--- src/rtl/regfile_2r1w.sv ---
// regfile_2r1w: parametrised register file with one write port and two
// independent registered read ports, plus a sequencer that clears the array
// one entry per cycle on request.
//
// Ports:
//   clk, rst_n              clock (rising edge), async active-low reset
//   we, w_addr, w_data      write port; ignored while clearing or when w_addr >= DEPTH
//   re_a, r_addr_a          read request port A
//   rd_data_a, rd_valid_a   read data port A, 1-cycle latency; data holds when idle
//   re_b, r_addr_b          read request port B
//   rd_data_b, rd_valid_b   read data port B, 1-cycle latency; data holds when idle
//   clr_req                 start sequential clear of all entries
//   clr_busy                high while the clear sequence runs (exactly DEPTH cycles)
//
// Optional feature (macro REGFILE_ZERO_REG_EN): entry 0 is hardwired to zero.
// Writes to address 0 are dropped and reads of address 0 always return 0.
//
// FSM states:
//   state | meaning
//   IDLE  | normal operation, writes accepted
//   CLEAR | writing zero to entry[cnt_q] each cycle, writes ignored

module regfile_2r1w #(
  parameter  int WIDTH = 4,
  parameter  int DEPTH = 4,
  localparam int AW    = $clog2(DEPTH)
) (
  input  logic             clk,
  input  logic             rst_n,
  input  logic             we,
  input  logic [AW-1:0]    w_addr,
  input  logic [WIDTH-1:0] w_data,
  input  logic             re_a,
  input  logic [AW-1:0]    r_addr_a,
  output logic [WIDTH-1:0] rd_data_a,
  output logic             rd_valid_a,
  input  logic             re_b,
  input  logic [AW-1:0]    r_addr_b,
  output logic [WIDTH-1:0] rd_data_b,
  output logic             rd_valid_b,
  input  logic             clr_req,
  output logic             clr_busy
);

  localparam logic [0:0] IDLE  = 1'b0;
  localparam logic [0:0] CLEAR = 1'b1;

  localparam logic [AW:0]   DEPTH_W = (AW + 1)'(DEPTH);
  localparam logic [AW-1:0] LAST    = AW'(DEPTH - 1);

`ifdef REGFILE_ZERO_REG_EN
  localparam logic ZERO_REG = 1'b1;
`else
  localparam logic ZERO_REG = 1'b0;
`endif

  logic [WIDTH-1:0] mem_q [DEPTH];
  logic [0:0]       state_q, state_d;
  logic [AW-1:0]    cnt_q, cnt_d;

  logic             mem_we;
  logic [AW-1:0]    mem_waddr;
  logic [WIDTH-1:0] mem_wdata;

  logic [WIDTH-1:0] rd_data_a_q, rd_data_b_q;
  logic             rd_valid_a_q, rd_valid_b_q;
  logic [WIDTH-1:0] rd_next_a, rd_next_b;

  // Address maps onto a real entry (DEPTH need not be a power of 2).
  function automatic logic in_range(input logic [AW-1:0] addr);
    return ({1'b0, addr} < DEPTH_W);
  endfunction

  // Address whose reads and writes are forced to zero by the zero-register option.
  function automatic logic is_zero_reg(input logic [AW-1:0] addr);
    return ZERO_REG && (addr == '0);
  endfunction

  // Sequencer and the single effective write into the array: either the
  // user write (IDLE) or the clear write (CLEAR). clr_req wins over we.
  always_comb begin
    state_d   = state_q;
    cnt_d     = cnt_q;
    mem_we    = 1'b0;
    mem_waddr = w_addr;
    mem_wdata = w_data;
    case (state_q)
      IDLE: begin
        if (clr_req) begin
          state_d = CLEAR;
          cnt_d   = '0;
        end else if (we && in_range(w_addr) && !is_zero_reg(w_addr)) begin
          mem_we = 1'b1;
        end
      end
      CLEAR: begin
        mem_we    = 1'b1;
        mem_waddr = cnt_q;
        mem_wdata = '0;
        if (cnt_q == LAST) begin
          state_d = IDLE;
          cnt_d   = '0;
        end else begin
          cnt_d = cnt_q + 1'b1;
        end
      end
      default: begin
        state_d = IDLE;
        cnt_d   = '0;
      end
    endcase
  end

  // Read mux with bypass of the same-cycle array write (user or clear).
  always_comb begin
    rd_next_a = '0;
    if (!in_range(r_addr_a) || is_zero_reg(r_addr_a)) begin
      rd_next_a = '0;
    end else if (mem_we && (mem_waddr == r_addr_a)) begin
      rd_next_a = mem_wdata;
    end else begin
      rd_next_a = mem_q[r_addr_a];
    end
  end

  always_comb begin
    rd_next_b = '0;
    if (!in_range(r_addr_b) || is_zero_reg(r_addr_b)) begin
      rd_next_b = '0;
    end else if (mem_we && (mem_waddr == r_addr_b)) begin
      rd_next_b = mem_wdata;
    end else begin
      rd_next_b = mem_q[r_addr_b];
    end
  end

  always_ff @(posedge clk or negedge rst_n) begin
    if (!rst_n) begin
      state_q      <= IDLE;
      cnt_q        <= '0;
      rd_data_a_q  <= '0;
      rd_data_b_q  <= '0;
      rd_valid_a_q <= 1'b0;
      rd_valid_b_q <= 1'b0;
      for (int i = 0; i < DEPTH; i++) begin
        mem_q[i] <= '0;
      end
    end else begin
      state_q      <= state_d;
      cnt_q        <= cnt_d;
      rd_valid_a_q <= re_a;
      rd_valid_b_q <= re_b;
      if (re_a) begin
        rd_data_a_q <= rd_next_a;
      end
      if (re_b) begin
        rd_data_b_q <= rd_next_b;
      end
      if (mem_we) begin
        mem_q[mem_waddr] <= mem_wdata;
      end
    end
  end

  assign rd_data_a  = rd_data_a_q;
  assign rd_data_b  = rd_data_b_q;
  assign rd_valid_a = rd_valid_a_q;
  assign rd_valid_b = rd_valid_b_q;
  assign clr_busy   = (state_q == CLEAR);

endmodule

--- config.mk ---
export PLATFORM = sky130hd
export DESIGN_NAME = regfile_2r1w
export DESIGN_NICKNAME = d
export VERILOG_FILES = /design/src/rtl/regfile_2r1w.sv
export SDC_FILE = /design/constraint.sdc
export NUM_CORES = 1
export LEC_CHECK = 0
export BUFFER_PORTS_ARGS = -buffer_cell sky130_fd_sc_hd__buf_2
export CAP_MARGIN = 30
export CORE_ASPECT_RATIO = 1.75
export CORE_MARGIN = 2
export CORE_UTILIZATION = 45
export CTS_CLUSTER_SIZE = 24
export DETAILED_ROUTE_END_ITERATION = 10
export PLACE_DENSITY_LB_ADDON = 0.1
export SLEW_MARGIN = 20
export SYNTH_ARGS = -nofsm -noshare
export SYNTH_HDL_FRONTEND = slang
export SYNTH_SLANG_ARGS = --single-unit
--- constraint.sdc ---
create_clock -name clk -period 2.44 [get_ports clk]
set_clock_uncertainty 0.1 [all_clocks]
set_input_delay 0.244 -clock clk [delete_from_list [all_inputs] [get_ports clk]]
set_output_delay 0.244 -clock clk [all_outputs]
set_load 0.05 [all_outputs]
==> reports/results.txt <==
status - finished clean
Syn Nets - 144
HP Class - input pin to register
final worst slack - 0.468 ns
Resize count post-CTS - 0
min cycle time layout - 1.97 ns
Critical Path Start Type - register
crit path kind - register to register
Synth Instances - 127
Final Non-Filler Cells - 200
HPWL after detailed placement - 2530 um
Via Count - 1096
most common cell after layout, fill and taps aside - dfrtp_1
nets@finish - 171
Core ar. - 0.00333 mm2
largest cells by area after synthesis - dfrtp_1 47%, mux4_2 12%, mux2_1 5.8%, mux2_2 5.8%, a31oi_1 3.2%
GRT Residual Overflow - 0
DR DRC count - 0
clk slew on worst S/H paths - 0.07 ns
Syn Area/Cell - 12.2 um2
clock tree from TritonCTS - yes
share of cells above drive strength 1 - 37.4%
num rows - 28
first-pass GRT wire length - 5380 um
largest net degree at the start of global routing - 30
clock latency on the worst-skew pair - 0.28 ns
part of the cycle the worst path needs - 80.8%
# placed instances - 191
port bufs - 26
pwr dens - 1160 mW/mm2
post-synth top area share - 46.9%
Slew Limit Fails - 0
synthesized area - 0.00155 mm2
Placer Congestion - 0.903
gr usage total - 18.6%
unrepaired setup endpoints after global routing - no
DIE AREA - 0.00394 mm2
clock buffer depth - 2
Post-DRT Antenna Nets - 0
via density per instance - 5.48
# diodes - 0
Crit path required time - 2.50 ns
peak supply drop - 0.000632 V
CTS Sinks - 29
Root Buffer - clkbuf_8
chip width - 48.3 um
Fmax - 507 MHz
measured slew at the worst slew-check pin - 0.647 ns
Placed Area - 0.00170 mm2
Util after Layout - 54.5%
H-tree depth - 2
relative slew slack - 56.8%
I/O pins - 27
Die Y-Extent - 81.6 um
initial antenna violation count - 0
vias in the first global route - 1184
final hold vios - 0
#FFs+latches synth - 29
first drt pass iteration count - 4
Finished Cell Area - 0.00181 mm2
Worst Path Max Fanout - 15
final setup vio count - 0
Worst Setup End Kind - register
Critical Path AT - 2.03 ns
initial core utilization - 46.5%
CTS Buf Count - 5
post-detailed-route wirelength per cell - 16.3 um
Setup TNS - 0 ns
1st-iter DRT viols - 19
leakage power - 0.819 nW
Synthesis Warnings - 0
sequential-to-total area share from yosys stat - 46.9%
leading cell types in the layout, fill and taps excluded - 29 x dfrtp_1, 26 x buf_2, 11 x nor2_1
dpl ws - 0.472 ns
wirelength, routed - 3260 um
Max-Cap Viols - 0
largest area contributor in the netlist - dfrtp_1
Layout Area Growth over Synthesis - 17.2%
count of cell types in the netlist - 29
-- kinds of logic (layout without fill, tap and decap cells) --
logic type                 count (synthesis)  after routing  synth area share (%)
AOI/OAI and AO/OA                         23             23                  9.79
xor gates and xnor gates                   8              8                  4.53
adders and majority gates                  1              1                 0.809
buffers and inverters                      8             36                  2.27
DFF                                       29             29                  46.9
muxes                                     26             26                  24.8
and+or+nand+nor                           32             32                  10.8
-- critical path, stage by stage (launching register included) --
cell     delay (ns)
dfrtp_1        0.55
or3b_4         0.51
o21ai_2        0.16
and2b_2        0.21
mux2_2         0.34
-- per-stage QoR --
stage	hold WS (ns)	power (W)
floorplan	-0.152	0.00145
global placement	0.187	0.00165
detailed placement	0.205	0.00168
CTS	0.0574	0.00212
global route	0.0580	0.00223
finish	0.0639	0.00209
-- layout make-up --
class                   instances  area [um2]
clock buffers                   7        96.3
clock inverters                 1        5.00
fillers                       317        1520
inverters                       1        3.75
multi-input cells              90         786
flip-flops and latches         29         726
well taps                      45        56.3
repair buffers                 27         140
-- final timing paths --
check,start,endpoint,slack [ns],cells past startpoint
max,clr_busy,mem_q[3],0.47,4
min reg2reg,mem_q[8],mem_q[8],0.43,1
min in group asynchronous,rst_n,mem_q[15],0.42,2
min,re_b,rd_valid_b,0.06,1
max reg2reg,clr_busy,mem_q[3],0.47,4
max in group asynchronous,rst_n,mem_q[12],1.39,2
-- Yosys cell counts --
cell type  number
nor2_1         11
a31oi_1         8
nand2_2         2
nand2b_1        2
xnor2_1         4
dfrtp_1        29
nand2_1         2
nor2b_1         4
buf_2           4
nand3_1         8
mux4_2          8
a21oi_1         1
a2bb2oi_1       2
inv_1           1
mux2i_1         1
ha_1            1
or3b_4          1
mux2_2          8
o21ai_4         1
clkbuf_1        1
xor2_1          4
nand2b_2        1
buf_1           2
mux2_1          8
and2b_2         1
o21ai_2         1
o21ai_0         9
a22o_1          1
mux2i_2         1
-- repair_timing --
item | in CTS | in global routing
hold endpoints to repair | 29 | 0
buffers inserted | 0 | 0
hold buffers | 1 | 0
-- metal layers --
| metal | global-route usage, % | routed length, um | vias up |
|---|---|---|---|
| li1 | - | - | 516 |
| met1 | 18.4 | 1230 | 527 |
| met2 | 33.5 | 1750 | 41 |
| met3 | 4.73 | 133 | 12 |
| met4 | 14.0 | 142 | 0 |
| met5 | 0 | 0 | - |
-- registers in the layout, summed over array words and instances, names as in the netlist --
register    flops
rd_valid_b      1
rd_valid_a      1
rd_data_b       4
rd_data_a       4
cnt_q           2
clr_busy        1
mem_q          16
-- power breakdown --
part	total, W	leakage (nW)	internal, W	switching [W]
sequential	0.000786	0.372	0.000640	0.000146
combinational	0.000878	0.393	0.000381	0.000497
clock	0.000431	0.0542	0.000254	0.000176
total	0.00209	0.819	0.00128	0.000819
No activity file was read; power rests on OpenSTA's default activity.
